### config.mk
export PLATFORM = sky130hd
export DESIGN_NAME = alu_issue_stage
export DESIGN_NICKNAME = d
export VERILOG_FILES = /design/src/rtl/alu_issue_stage.sv
export SDC_FILE = /design/constraint.sdc
export NUM_CORES = 1
export LEC_CHECK = 0
export ABC_AREA = 1
export CORE_ASPECT_RATIO = 1.5
export CORE_UTILIZATION = 43
export DETAILED_ROUTE_END_ITERATION = 12
export HOLD_SLACK_MARGIN = 0.05
export PLACE_DENSITY = 0.89
export SLEW_MARGIN = 30
export SYNTH_ARGS = -nofsm -noshare
export SYNTH_HDL_FRONTEND = slang
export SYNTH_SLANG_ARGS = --single-unit
### constraint.sdc
create_clock -name clk -period 3.5 [get_ports clk]
set_clock_uncertainty 0.1 [all_clocks]
set_input_delay 0.7 -clock clk [delete_from_list [all_inputs] [get_ports clk]]
set_output_delay 0.7 -clock clk [all_outputs]
set_load 0.1 [all_outputs]
### src/rtl/alu_issue_stage.sv
// alu_issue_stage: ID/EX issue register with operand forwarding and ALU function decode.
// Define ALU_ISSUE_PERF_EN to add the perf_issued/perf_stall counters; otherwise both read 0.
module alu_issue_stage #(
  parameter int DW = 32,
  parameter int RW = 5
) (
  input  logic          clk,
  input  logic          rst,
  input  logic          in_valid,
  output logic          in_ready,
  input  logic [31:0]   instr,
  input  logic [DW-1:0] rs_data,
  input  logic [DW-1:0] rt_data,
  input  logic          exm_wr,
  input  logic [RW-1:0] exm_rd,
  input  logic [DW-1:0] exm_data,
  input  logic          wb_wr,
  input  logic [RW-1:0] wb_rd,
  input  logic [DW-1:0] wb_data,
  input  logic          flush,
  output logic          out_valid,
  input  logic          out_ready,
  output logic [DW-1:0] a,
  output logic [DW-1:0] b,
  output logic [5:0]    alufn,
  output logic [RW-1:0] rd_out,
  output logic          reg_wr,
  output logic          illegal,
  output logic [31:0]   perf_issued,
  output logic [31:0]   perf_stall
);
  logic          out_valid_q, out_valid_d, reg_wr_q, reg_wr_d, illegal_q, illegal_d;
  logic [DW-1:0] a_q, a_d, b_q, b_d;
  logic [5:0]    alufn_q, alufn_d;
  logic [RW-1:0] rd_q, rd_d;
  logic [5:0]    op, fn, dec_fn;
  logic [RW-1:0] rs_idx, rt_idx, dec_rd;
  logic [DW-1:0] rs_v, rt_v, sext, zext, shamt, dec_a, dec_b;
  logic          legal, fire;

  assign in_ready = !out_valid_q || out_ready;
  assign fire     = in_valid && in_ready && !flush;

  always_comb begin
    op     = instr[31:26];
    fn     = instr[5:0];
    rs_idx = RW'(instr[25:21]);
    rt_idx = RW'(instr[20:16]);
    rs_v   = rs_idx == '0 ? '0 : (exm_wr && exm_rd == rs_idx) ? exm_data : (wb_wr && wb_rd == rs_idx) ? wb_data : rs_data;
    rt_v   = rt_idx == '0 ? '0 : (exm_wr && exm_rd == rt_idx) ? exm_data : (wb_wr && wb_rd == rt_idx) ? wb_data : rt_data;
    sext   = {{(DW-16){instr[15]}}, instr[15:0]};
    zext   = DW'(instr[15:0]);
    shamt  = DW'(instr[10:6]);
    legal  = 1'b1;
    dec_a  = rs_v;
    dec_b  = rt_v;
    dec_fn = 6'b111111;
    dec_rd = op == 6'h00 ? RW'(instr[15:11]) : rt_idx;
    if (op == 6'h00) begin
      case (fn)
        6'h20, 6'h21: dec_fn = 6'b000000;
        6'h22, 6'h23: dec_fn = 6'b000001;
        6'h18:        dec_fn = 6'b000010;
        6'h24:        dec_fn = 6'b000100;
        6'h25:        dec_fn = 6'b000101;
        6'h26:        dec_fn = 6'b000110;
        6'h2a:        dec_fn = 6'b001011;
        6'h00, 6'h02: begin
          dec_fn = fn == 6'h00 ? 6'b001000 : 6'b001001;
          dec_a  = rt_v;
          dec_b  = shamt;
        end
        default:      legal = 1'b0;
      endcase
    end else begin
      case (op)
        6'h08, 6'h09: begin dec_fn = 6'b000000; dec_b = sext; end
        6'h0a:        begin dec_fn = 6'b001011; dec_b = sext; end
        6'h0c:        begin dec_fn = 6'b000100; dec_b = zext; end
        6'h0d:        begin dec_fn = 6'b000101; dec_b = zext; end
        6'h0e:        begin dec_fn = 6'b000110; dec_b = zext; end
        6'h0f:        begin dec_fn = 6'b001000; dec_a = zext; dec_b = DW'(16); end
        default:      legal = 1'b0;
      endcase
    end
    if (!legal) begin
      dec_fn = 6'b111111;
      dec_a  = '0;
      dec_b  = '0;
    end
  end

  always_comb begin
    out_valid_d = flush ? 1'b0 : fire ? 1'b1 : out_ready ? 1'b0 : out_valid_q;
    reg_wr_d    = flush ? 1'b0 : fire ? (legal && dec_rd != '0) : reg_wr_q;
    illegal_d   = flush ? 1'b0 : fire ? !legal : illegal_q;
    a_d         = fire ? dec_a : a_q;
    b_d         = fire ? dec_b : b_q;
    alufn_d     = fire ? dec_fn : alufn_q;
    rd_d        = fire ? dec_rd : rd_q;
  end

  always_ff @(posedge clk or posedge rst) begin
    if (rst) begin
      out_valid_q <= 1'b0;
      reg_wr_q    <= 1'b0;
      illegal_q   <= 1'b0;
      a_q         <= '0;
      b_q         <= '0;
      alufn_q     <= 6'b111111;
      rd_q        <= '0;
    end else begin
      out_valid_q <= out_valid_d;
      reg_wr_q    <= reg_wr_d;
      illegal_q   <= illegal_d;
      a_q         <= a_d;
      b_q         <= b_d;
      alufn_q     <= alufn_d;
      rd_q        <= rd_d;
    end
  end

  assign out_valid = out_valid_q;
  assign reg_wr    = reg_wr_q;
  assign illegal   = illegal_q;
  assign a         = a_q;
  assign b         = b_q;
  assign alufn     = alufn_q;
  assign rd_out    = rd_q;

`ifdef ALU_ISSUE_PERF_EN
  logic [31:0] issued_q, issued_d, stall_q, stall_d;

  always_comb begin
    issued_d = issued_q + 32'(out_valid_q && out_ready);
    stall_d  = stall_q + 32'(out_valid_q && !out_ready);
  end

  always_ff @(posedge clk or posedge rst) begin
    if (rst) begin
      issued_q <= '0;
      stall_q  <= '0;
    end else begin
      issued_q <= issued_d;
      stall_q  <= stall_d;
    end
  end

  assign perf_issued = issued_q;
  assign perf_stall  = stall_q;
`else
  assign perf_issued = '0;
  assign perf_stall  = '0;
`endif
endmodule

==> qor.csv <==
metric,value,unit
Initial DRC Count,800,
hold buffer count at CTS,0,
clock period minus worst slack,2700,ps
power per cell area,366,mW/mm²
worst max-slew margin expressed relative to the limit,0.350,
Netlist Area Pre-Place,0.00722,mm²
clock transition at the register clock pins on the worst setup and hold paths after CTS,70,ps
Levels on crit path,12,
class of the most critical setup path,in -> reg,
arrival time at the worst endpoint,2900,ps
setup slack on the worst flop-to-flop path,1330,ps
DRT Pass-1 Iters,6,
worst min-delay path class,reg -> reg,
Total GRT Usage,0.337,
setup TNS after final layout,0,ps
total number of vias,9064,
unrepaired setup endpoints after global routing,false,
post-cts gate resize count,0,
max-cap violations,0,
maximum single-stage delay on the critical path,600,ps
total clock sinks,77,
Worst-Margin Slew,972,ps
Worst EP required,3690,ps
xor and xnor fraction of the mapped netlist area,0,
post-synthesis cell count,1234,
Initial Util,0.442,
hold violation count in the final report,0,
wire length of the first global-routing pass,44500,µm
number of setup buffers added after CTS,0,
Chip Width,108,µm
gr ovfl total,0,
internal power,1.94,mW
status,completed,
clock tree from TritonCTS,built,
Placement Rows,57,
clock buffer depth,2,
Setup Viol. Count Final,0,
type of element capturing the critical path,flop,
later-pin clock latency in the skew report,340,ps
sum of routed wire length over all layers,29100,µm
detailed-placement wirelength estimate,22100,µm
Total Nets Final,1639,
Max Clk Rate,370,MHz
nature of the critical path startpoint,input port,
fraction of layout cells with a size suffix above 1,0.124,
warning count from the yosys run,0,
multiplexer area fraction after synthesis,0,
final clock period utilization by the worst path,0.772,
number of distinct library cells after synthesis,36,
dominant combinational cell family by area after synthesis,simple AND/OR/NAND/NOR gates,
DRC violation count after routing,0,
number of synthesized register bits,77,
CTS H-Tree Depth,3,
Core ar.,0.0163,mm²
peak supply drop,0.000286,V
instance area after placement,0.00962,mm²
share of power burned in combinational logic,0.451,
clock group share of total power,0.272,
minimum hold slack,381,ps
Critical path buffers and inverters,3,
cell depth of the worst min-delay path,2,
simple-gate portion of the synthesized area,0.498,
input/output buffers,255,
layout overhead on the synthesized area,37.7,%
height of the die,161,µm
cells traversed along the worst timing path,"clkdlybuf4s50_1, inv_1, nand2_1, nand3_1, nor2_2, buf_12, nand3_1, nand3_1, nand2_1, o21bai_1, nand3_1, nand2_1",
"most common cell after layout, fill and taps aside",nand2_1,
sequential-to-total area share from yosys stat,0.268,
Lkg Pwr,5.30,nW
Finished Cell Area,0.00993,mm²
compound-gate portion of the synthesized area,0.0841,
fillcell total,1556,
initial antenna violation count,2,
Mean Syn Cell Area,5.85,µm²
maximum number of pins on one net before global-route repair,54,
Avg WL per Cell,17.4,µm
adder and majority gate portion of the synthesized area,0,
clock buffers created by TritonCTS,9,
Die Area,0.0173,mm²
buffer type at the clock tree root,clkbuf_16,
number of cells traversed by the worst register-to-register path,8,
Final Wtd Congestion,0.997,
share of total power consumed by net switching,0.465,
Post-DRT Antenna Nets,0,
most frequent cell on the critical path,nand3_1,
crit-path max FO,20,
pins over their slew limit,0,
NetSw,1.69,mW
vias per cell,5.41,
"slowest stage cell, crit path",clkdlybuf4s50_1,
cell family with most CP delay,simple AND/OR/NAND/NOR gates,
most frequent cells in the layout,"nand2_1 (460), nand3_1 (213), clkdlybuf4s50_1 (182)",
sequential group share of total power,0.277,
number of top-level design ports,320,
via count of the first global-routing pass,8550,
==> worst reg2reg max path, stage by stage, from the launching register on <==
cell and delay [ps]:
dfrtp_1 380, inv_1 70, or2_2 120, nand2_1 90
nor2_2 390, nand2_1 190, nor3_4 550, nand2_1 130
nand2_1 90
==> sequential cells by signal, summed over array words and instances, names as in the netlist <==
signal	cells
a	32
b	32
alufn	5
rd_out	5
illegal	1
out_valid	1
reg_wr	1
==> logic make-up (layout without fill, tap and decap cells) <==
group | after synthesis | count (layout)
flops | 77 | 77
buf+inv | 205 | 375
compound gates | 93 | 93
simple gates | 858 | 858
other cells | 1 | 66
==> synth_stat cells (all sizes together) <==
master / n / share of area
dfstp: 5 / 0.018
conb: 1 / 0.00052
nor3: 3 / 0.0036
nand4: 5 / 0.0043
a2bb2oi: 2 / 0.0024
o22ai: 10 / 0.0087
dfrtp: 72 / 0.25
o21bai: 4 / 0.0042
o31ai: 1 / 0.0010
a21boi: 1 / 0.0010
inv: 70 / 0.036
nor4: 1 / 0.00087
buf: 98 / 0.094
a31oi: 1 / 0.00087
nand3: 219 / 0.16
or2: 1 / 0.00087
a32oi: 1 / 0.0012
o21ai: 35 / 0.024
o211ai: 3 / 0.0031
nand2: 463 / 0.24
a21oi: 35 / 0.037
nor2: 166 / 0.090
clkbuf: 37 / 0.019
==> power by group through the flow <==
stage                     clock network [mW]  registers (mW)  logic (mW)
after detailed placement                   0            1.02        1.63
after floorplan                            0            1.49       0.722
final                                  0.988            1.01        1.64
after global placement                     0            1.02        1.62
after global routing                    1.02            1.01        1.72
after CTS                              0.988            1.01        1.64
==> layer usage <==
metal / up-vias / global-route usage / part of all wire
met2: 570 / 0.601 / 0.51
met3: 124 / 0.0483 / 0.083
li1: 4269 / - / -
met4: 0 / 0.235 / 0.068
met1: 4101 / 0.359 / 0.34
met5: - / 0 / 0
==> final cells by class <==
cell class | instances | area, µm² | area share
sequential | 77 | 1930 | 0.195
tap | 206 | 258 | 0.0259
timing repair buffer | 289 | 2680 | 0.269
clock buffer | 10 | 239 | 0.0241
inverter | 70 | 265 | 0.0267
multi-input combinational | 1015 | 4490 | 0.452
clock inverter | 6 | 68.8 | 0.00693
antenna | 2 | 5.00 | 0.000504
==> stage by stage <==
| step | power [mW] | cells | utilization | setup WS, ps |
|---|---|---|---|---|
| floorplan | 2.21 | 1297 | - | 742 |
| global placement | 2.64 | 1657 | 0.589 | 500 |
| detailed placement | 2.65 | 1657 | 0.589 | 472 |
| CTS | 3.63 | 1673 | 0.608 | 825 |
| global route | 3.76 | 1674 | 0.608 | 614 |
| finish | 3.64 | 1675 | 0.608 | 797 |
==> worst paths after layout <==
| check | from | to |
|---|---|---|
| worst min register to register | b[27] | b[27] |
| min in group asynchronous | rst | out_valid |
| worst max-delay path | instr[16] | b[0] |
| worst min-delay path | b[27] | b[27] |
| worst max register to register | out_valid | b[30] |
| max in group asynchronous | rst | a[31] |
(Power assumes the default switching activity.)
